$ cat src/rtl/nn_seq_pkg.sv
// Shared types for the neuron input/output sequencer.
package nn_seq_pkg;
   typedef enum logic [1:0] {LOAD, RUN, CAPTURE, OUTPUT} seq_state_t;
   localparam int COUNTER_W = 32;
endpackage

$ cat src/rtl/sat_clamp.sv
// Combinational signed saturation from IN_MSB+1 bits down to OUT_MSB+1 bits.
module sat_clamp #(
   parameter int IN_MSB  = 15,
   parameter int OUT_MSB = 7
) (
   input  logic signed [IN_MSB:0]  in_i,
   output logic signed [OUT_MSB:0] out_o
);
   logic [IN_MSB-OUT_MSB:0] top;
   logic                    ovf;

   // Value fits only when every bit above the kept MSB matches the sign.
   assign top = in_i[IN_MSB:OUT_MSB];
   assign ovf = ~((&top) | ~(|top));

   always_comb begin
      out_o = in_i[OUT_MSB:0];
      if (ovf) out_o = in_i[IN_MSB] ? {1'b1, {OUT_MSB{1'b0}}} : {1'b0, {OUT_MSB{1'b1}}};
   end
endmodule

$ cat src/rtl/neuron_sequencer.sv
// Loads one serial input vector, sweeps the neuron index counter, captures the result.
// Build option SEQ_SAT_OUT_EN: saturate (instead of wrap) when out_data is narrower than result_in.
module neuron_sequencer
   import nn_seq_pkg::*;
#(
   parameter int NEURON_WIDTH = 3,
   parameter int NEURON_BITS  = 7,
   parameter int COUNTER_END  = 6,
   parameter int OUT_BITS     = NEURON_BITS + 8
) (
   input  logic                        clk,
   input  logic                        rst,
   input  logic                        in_valid,
   output logic                        in_ready,
   input  logic signed [NEURON_BITS:0] in_data,
   output logic signed [NEURON_BITS:0] data_vec [0:NEURON_WIDTH],
   output logic [COUNTER_W-1:0]        counter,
   input  logic signed [NEURON_BITS+8:0] result_in,
   output logic                        out_valid,
   input  logic                        out_ready,
   output logic signed [OUT_BITS:0]    out_data,
   output logic                        busy
);
   localparam int IDX_W = (NEURON_WIDTH > 0) ? $clog2(NEURON_WIDTH + 1) : 1;
   localparam logic [IDX_W-1:0]     LAST_IDX = IDX_W'(NEURON_WIDTH);
   localparam logic [COUNTER_W-1:0] CNT_END  = COUNTER_W'(COUNTER_END);

   seq_state_t                   state_q, state_d;
   logic [IDX_W-1:0]             wr_idx_q, wr_idx_d;
   logic [COUNTER_W-1:0]         cnt_q, cnt_d;
   logic signed [NEURON_BITS:0]  vec_q [0:NEURON_WIDTH];
   logic signed [NEURON_BITS:0]  vec_d [0:NEURON_WIDTH];
   logic                         ov_q, ov_d;
   logic signed [OUT_BITS:0]     od_q, od_d;
   logic signed [OUT_BITS:0]     fmt_res;

   generate
      if (OUT_BITS >= NEURON_BITS + 8) begin : g_ext
         assign fmt_res = (OUT_BITS + 1)'(result_in);
      end else begin : g_narrow
`ifdef SEQ_SAT_OUT_EN
         sat_clamp #(.IN_MSB(NEURON_BITS + 8), .OUT_MSB(OUT_BITS)) u_clamp (
            .in_i  (result_in),
            .out_o (fmt_res)
         );
`else
         assign fmt_res = result_in[OUT_BITS:0];
`endif
      end
   endgenerate

   always_ff @(posedge clk) begin
      if (rst) begin
         state_q  <= LOAD;
         wr_idx_q <= '0;
         cnt_q    <= '0;
         vec_q    <= '{default: '0};
         ov_q     <= 1'b0;
         od_q     <= '0;
      end else begin
         state_q  <= state_d;
         wr_idx_q <= wr_idx_d;
         cnt_q    <= cnt_d;
         vec_q    <= vec_d;
         ov_q     <= ov_d;
         od_q     <= od_d;
      end
   end

   always_comb begin
      state_d  = state_q;
      wr_idx_d = wr_idx_q;
      cnt_d    = cnt_q;
      vec_d    = vec_q;
      ov_d     = ov_q;
      od_d     = od_q;
      case (state_q)
         LOAD: begin
            cnt_d = '0;
            if (in_valid) begin
               vec_d[wr_idx_q] = in_data;
               if (wr_idx_q == LAST_IDX) begin
                  wr_idx_d = '0;
                  state_d  = RUN;
               end else begin
                  wr_idx_d = wr_idx_q + 1'b1;
               end
            end
         end
         RUN: begin
            if (cnt_q == CNT_END) state_d = CAPTURE;
            else                  cnt_d   = cnt_q + 1'b1;
         end
         CAPTURE: begin
            od_d    = fmt_res;
            ov_d    = 1'b1;
            state_d = OUTPUT;
         end
         OUTPUT: begin
            // Counter stays at its end value until the result is taken.
            if (out_ready) begin
               ov_d    = 1'b0;
               cnt_d   = '0;
               state_d = LOAD;
            end
         end
         default: state_d = LOAD;
      endcase
   end

   assign in_ready  = (state_q == LOAD) && !rst;
   assign busy      = (state_q == RUN) || (state_q == CAPTURE);
   assign data_vec  = vec_q;
   assign counter   = cnt_q;
   assign out_valid = ov_q;
   assign out_data  = od_q;
endmodule

$ cat config.mk
export PLATFORM = sky130hd
export DESIGN_NAME = neuron_sequencer
export DESIGN_NICKNAME = d
export VERILOG_FILES = /design/src/rtl/nn_seq_pkg.sv /design/src/rtl/sat_clamp.sv /design/src/rtl/neuron_sequencer.sv
export SDC_FILE = /design/constraint.sdc
export NUM_CORES = 1
export LEC_CHECK = 0
export ABC_AREA = 1
export CORE_MARGIN = 2
export CORE_UTILIZATION = 50
export CTS_CLUSTER_DIAMETER = 150
export CTS_CLUSTER_SIZE = 10
export DETAILED_ROUTE_END_ITERATION = 10
export PLACE_DENSITY = 0.91
export REMOVE_ABC_BUFFERS = 1
export SLEW_MARGIN = 10
export SYNTH_ARGS = -nofsm -noshare
export SYNTH_HDL_FRONTEND = slang
export SYNTH_SLANG_ARGS = --single-unit
$ cat constraint.sdc
create_clock -name clk -period 2.5 [get_ports clk]
set_clock_uncertainty 0.1 [all_clocks]
set_input_delay 0.375 -clock clk [delete_from_list [all_inputs] [get_ports clk]]
set_output_delay 0.375 -clock clk [all_outputs]
set_load 0.005 [all_outputs]
## Yosys cells after proc, flatten, opt, wreduce, memory -nomap -nowiden

Cells that the tools add are included.
Widths: inputs -> output; s select.

| storage, ports and cells | value |
|---|---|
| bits in registers | 85 |
| bits of input ports | 28 |
| output and inout port bits | 83 |

| operators by class | value |
|---|---|
| add/sub/neg operators | 2 |
| magnitude comparators | 2 |
| equal/unequal tests | 10 |
| mux-type cells | 14 |
| bitwise operators | 1 |
| reductions and logical operators | 11 |

Operator list:

| cell | number |
|---|---|
| $pmux 32 s3 | 1 |
| $mux 32 | 2 |
| $add 32x1->32 const B | 1 |
| $bwmux 32 | 1 |
| $eq 32x3->1 const B | 1 |
| $demux 8 s2 | 1 |
| $mux 2 | 5 |
| $ne 2x2->1 const B | 5 |
| $mux 8 | 1 |
| $pmux 2 s4 | 1 |
| $eq 2x2->1 const B | 3 |
| $reduce_and 2->1 | 2 |
| $reduce_and 4->1 | 1 |
| $ge 3x3->1 const B | 1 |
| $lt 3x1->1 const B | 1 |
| $not 2->3 | 1 |
| $reduce_and 3->1 | 1 |
| $reduce_bool 3->1 | 1 |
| $add 2x1->2 const B | 1 |
| $eq 2x1->1 const B | 1 |
| $logic_and 1x1->1 | 2 |
| $logic_not 2->1 | 1 |
| $pmux 1 s2 | 1 |
| $reduce_bool 2->1 | 1 |
| other kinds (3) | 3 |

## Longest topological paths before layout

| depth | value |
|---|---|
| depth in word-level cells | 6 |
| depth in mapped cells | 13 |
| mapped depth without buffers | 12 |

## Worst setup path after synthesis

Ideal clock, no wire load.

| path | value |
|---|---|
| path kind | register -> register |
| start point | register state_q[0] |
| end point | register cnt_q[5] (netlist: counter[5]) |
| data arrival time | 1.609 ns |
| setup slack | 0.722 ns |
| stages on the path, launching flop included | 10 |
| buffers on the path | 2 |
| clock period less this slack | 1.778 ns |
| cell sequence | dfxtp_1 inv_1 ha_1 buf_2 inv_2 nand2_1 clkinv_1 clkbuf_1 nand3_1 a21oi_2 |

| between the ends | value |
|---|---|
| word-level cells in the longest chain between the ends | 3 |

Ends and longest elaborated chain:

| element | RTL line | text |
|---|---|---|
| from (decl) | neuron_sequencer.sv:28 | `seq_state_t state_q, state_d;` |
| from (signal assigned) | neuron_sequencer.sv:61 | `state_q <= state_d;` |
| $eq 2x1->1 (tied with other cells) | neuron_sequencer.sv:77 | `case (state_q)` |
| $ne 2x2->1 (no source line) or $reduce_bool 3->1 (tied branches) | n/a |  |
| $reduce_and 3->1 (no source line) | n/a |  |
| to (signal assigned) | neuron_sequencer.sv:63 | `cnt_q <= cnt_d;` |
| to (decl) | neuron_sequencer.sv:30 | `logic [COUNTER_W-1:0] cnt_q, cnt_d;` |

Parallel ways exist; a longest one is shown, timed or not.
A chain may end at the register's enable or synchronous reset.

## Worst setup path in the final report

| path | value |
|---|---|
| start point | register cnt_q[0] (netlist: counter[0]) |
| end point | register cnt_q[28] (netlist: counter[28]) |

| between the ends | value |
|---|---|
| word-level cells in the longest chain between the ends | 3 |

Ends and longest elaborated chain:

| element | RTL line |
|---|---|
| $add 32x1->32 or $eq 32x3->1 (tied branches) | neuron_sequencer.sv:92, neuron_sequencer.sv:91 |
| $mux 32 or $ne 2x2->1 (tied branches) | n/a |
| $pmux 32 s3 or $reduce_and 3->1 (tied branches) | n/a |

Parallel ways exist; a longest one is shown, timed or not. The select of a mux whose other input is x is not followed.

==> metrics <==
largest net degree at the start of global routing=47; CP Capture Type=flop; WHS Endpoint=data_vec[30]; CP Launch Type=flop; proportion of synthesized chip area in sequential cells=37.6%; largest family of logic cells by synthesized area=simple AND/OR/NAND/NOR gates; switching pwr=1.75 mW; Max clock buf depth=2; setup TNS=0 ps; drt via density=5.15; routed wire length=11,800 um; post-synthesis async set-or-reset flop share=0%; CTS buffer count=9; hold path depth=2; GRT Util Overall=around a quarter; Final Critical Period=about 2300 ps; f_max=444 MHz; Synth Flop Type=dfxtp_1; average cell area after synthesis=6.15 um2; pwr dens=779 mW/mm2; static leakage=2.34 nW; outcome=finished, final reports clean; Avg WL per Cell=12.4 um; fillers=764; Final #Nets=873; Boundary Pins=between 100 and 150; diode count=0; r2r worst-path depth=12; Worst-Margin Slew=570 ps; number of enable flip-flop cells after synthesis=0; compound-gate portion of the synthesized area=7.91%; Pins Over Slew Limit=0; row count=34; 1st-pass router iterations=5; Hold Startpoint=data_vec[30]; worst min-delay path class=flop to flop; sequential power share=roughly two fifths; Post-Synth XOR/XNOR Area=0%; post-CTS setup repair buffer count=0; initial antenna violation count=0; RePlAce Congestion=0.936; Die Ht=99.1 um; Pwr Total=4.58 mW; Port-buffer cells=110; synth unique cells=23; Final setup viols=0; Crit Reg-Reg Startpoint=counter[0]; cells after synthesis=735; clock share of power=22.7%; worst ir drop on vdd=0.435 mV; area of the die=0.00982 mm2; post-synthesis simple-gate area fraction=a little over two fifths; WS Path Type=flop to flop; Initial Util=about 52%; DP Wirelength=8390 um; post_cts resized=0; clk slew on worst S/H paths=90 ps; layout cell share with drive strength beyond 1=4.65%; remaining design rule violation count=0; Final Cycle Share=90.2%; final hold violations=0; Post-Syn Area=0.00452 mm2; vias in the first global route=4,024; reg-to-reg endpoint=counter[28]; Pint=2.83 mW; MaxCap Viol Count=0; via count=a little under 5,000; Yosys reg bits=85; CP Data Required Time=about 2700 ps; CTS sink count=85; htree depth=3; Slew headroom=61.8%; total congestion overflow=0; Max FO, Critical Path=29; first-pass GRT wire length=19,400 um; CORE AREA=0.00876 mm2; Switching Share=38.1%; Skew-Pair Late Insertion Delay=approximately 360 ps; setup slack, reg-to-reg=250 ps; synthesis-to-layout area growth=30.0%; die width=99.1 um; Post-CTS Hold Buffers=0; initial DRC count=233; Worst EP arrival=about 2500 ps; adder-cell share of the synthesized area=3.04%; CTS tree=done; RSZ-0062 raised after global routing=no; Fin Hold WS=roughly 370 ps; combinational group share of total power=38.8%; Ys Warns=0; Final ANT Viol Nets=0; Root Buffer=clkbuf_8; mux cell area share after synthesis=0%
[cell usage in the layout, fill, tap and decap left out, types with 2 or more instances in the layout]
cell type	count
nor2_2	2
inv_1	66
inv_6	4
dfxtp_1	85
nand2_1	224
o21ai_0	24
nand2_4	2
nor2_1	151
buf_4	7
ha_1	11
clkinv_1	4
clkdlybuf4s50_1	110
a21oi_1	39
clkbuf_8	9
nand2_2	4
a21oi_2	4
nand3_1	83
inv_2	3
[final cells by class]
cell class / count / area, um2 / share of cell area, %
clock inverter: 7 / 83.8 / 1.43
inverter: 73 / 274 / 4.66
clock buffer: 9 / 124 / 2.11
tap: 108 / 135 / 2.30
sequential: 85 / 1700 / 29.0
timing repair buffer: 117 / 1150 / 19.6
multi-input combinational: 548 / 2400 / 40.9
[through the flow]
| step | std cells | setup slack (ps) | utilization, % | cell area (um2) |
|---|---|---|---|---|
| 3_5_place_dp | 931 | 248 | 64.7 | 5670 |
| 5_1_grt | 947 | 53.6 | 67.1 | 5880 |
| 6_report | 947 | 245 | 67.1 | 5880 |
| 2_1_floorplan | 706 | 96.9 | - | 4380 |
| 4_1_cts | 947 | 302 | 67.1 | 5880 |
| 3_3_place_gp | 931 | 370 | 64.7 | 5670 |
[cell usage after synthesis (2+ instances only)]
library cell,number,area (um2)
a21oi_1,39,195
a21oi_2,4,35.0
buf_1,4,15.0
buf_2,5,25.0
buf_8,2,30.0
clkbuf_1,17,63.8
clkinv_1,4,15.0
dfxtp_1,85,1700
ha_1,11,138
inv_1,66,248
inv_2,3,11.3
nand2_1,224,841
nand2_2,4,25.0
nand2_4,2,22.5
nand3_1,83,415
nor2_1,151,567
nor2_2,2,12.5
o21ai_0,24,120
[power by group through the flow]
| stage | registers (mW) | clock network (mW) | logic (mW) |
|---|---|---|---|
| 6_report | 1.76 | 1.04 | 1.78 |
| 5_1_grt | 1.79 | 1.13 | 2.00 |
| 4_1_cts | 1.76 | 1.06 | 1.78 |
| 3_5_place_dp | 1.79 | 0 | 1.76 |
| 3_3_place_gp | 1.78 | 0 | 1.73 |
| 2_1_floorplan | 1.77 | 0 | 0.969 |
[state kept, by name, indices dropped and copies added (netlist names)]
signal	cells
state_q	2
wr_idx_q	2
data_vec	32
counter	32
out_valid	1
out_data	16
[worst max path at each step]
| stage | from | to | slack (ps) | depth (start not counted) |
|---|---|---|---|---|
| 2_1_floorplan | state_q[0] | counter[2] | 100 | 9 |
| 3_3_place_gp | in_valid | data_vec[14] | 370 | 6 |
| 3_5_place_dp | in_valid | data_vec[11] | 250 | 6 |
| 4_1_cts | counter[0] | counter[28] | 300 | 12 |
| 5_1_grt | state_q[0] | data_vec[24] | 50 | 7 |
| 6_report | counter[0] | counter[28] | 250 | 12 |
[worst max-delay path: stages (launching register included)]
cell     delay (ps)
dfxtp_1         370
inv_1           100
ha_1            200
nand2_1          60
nor2_1          100
nand2_1          90
nor2_2          180
nand2_4         200
nand2_4         360
inv_2           180
nand2_1         100
inv_1            40
nor2_1           90
[kinds of logic (layout without fill, tap and decap cells)]
| group | count (synthesis) | count (layout) |
|---|---|---|
| and+or+nand+nor | 469 | 469 |
| buffers and inverters | 102 | 206 |
| DFF | 85 | 85 |
| AOI/OAI and AO/OA | 68 | 68 |
| adders and majority gates | 11 | 11 |
[metal layers]
metal  GRT usage (%)  vias to the layer above  share of wire [%]  wire length, um
met5               0                        -                  0                0
li1                -                     2480                  -                -
met3            3.72                       27                7.4              872
met2            36.6                      203                 46             5380
met1            33.8                     2169                 44             5190
met4            10.5                        0                2.7              319
Note: power is estimated with default switching activity, not from simulation.
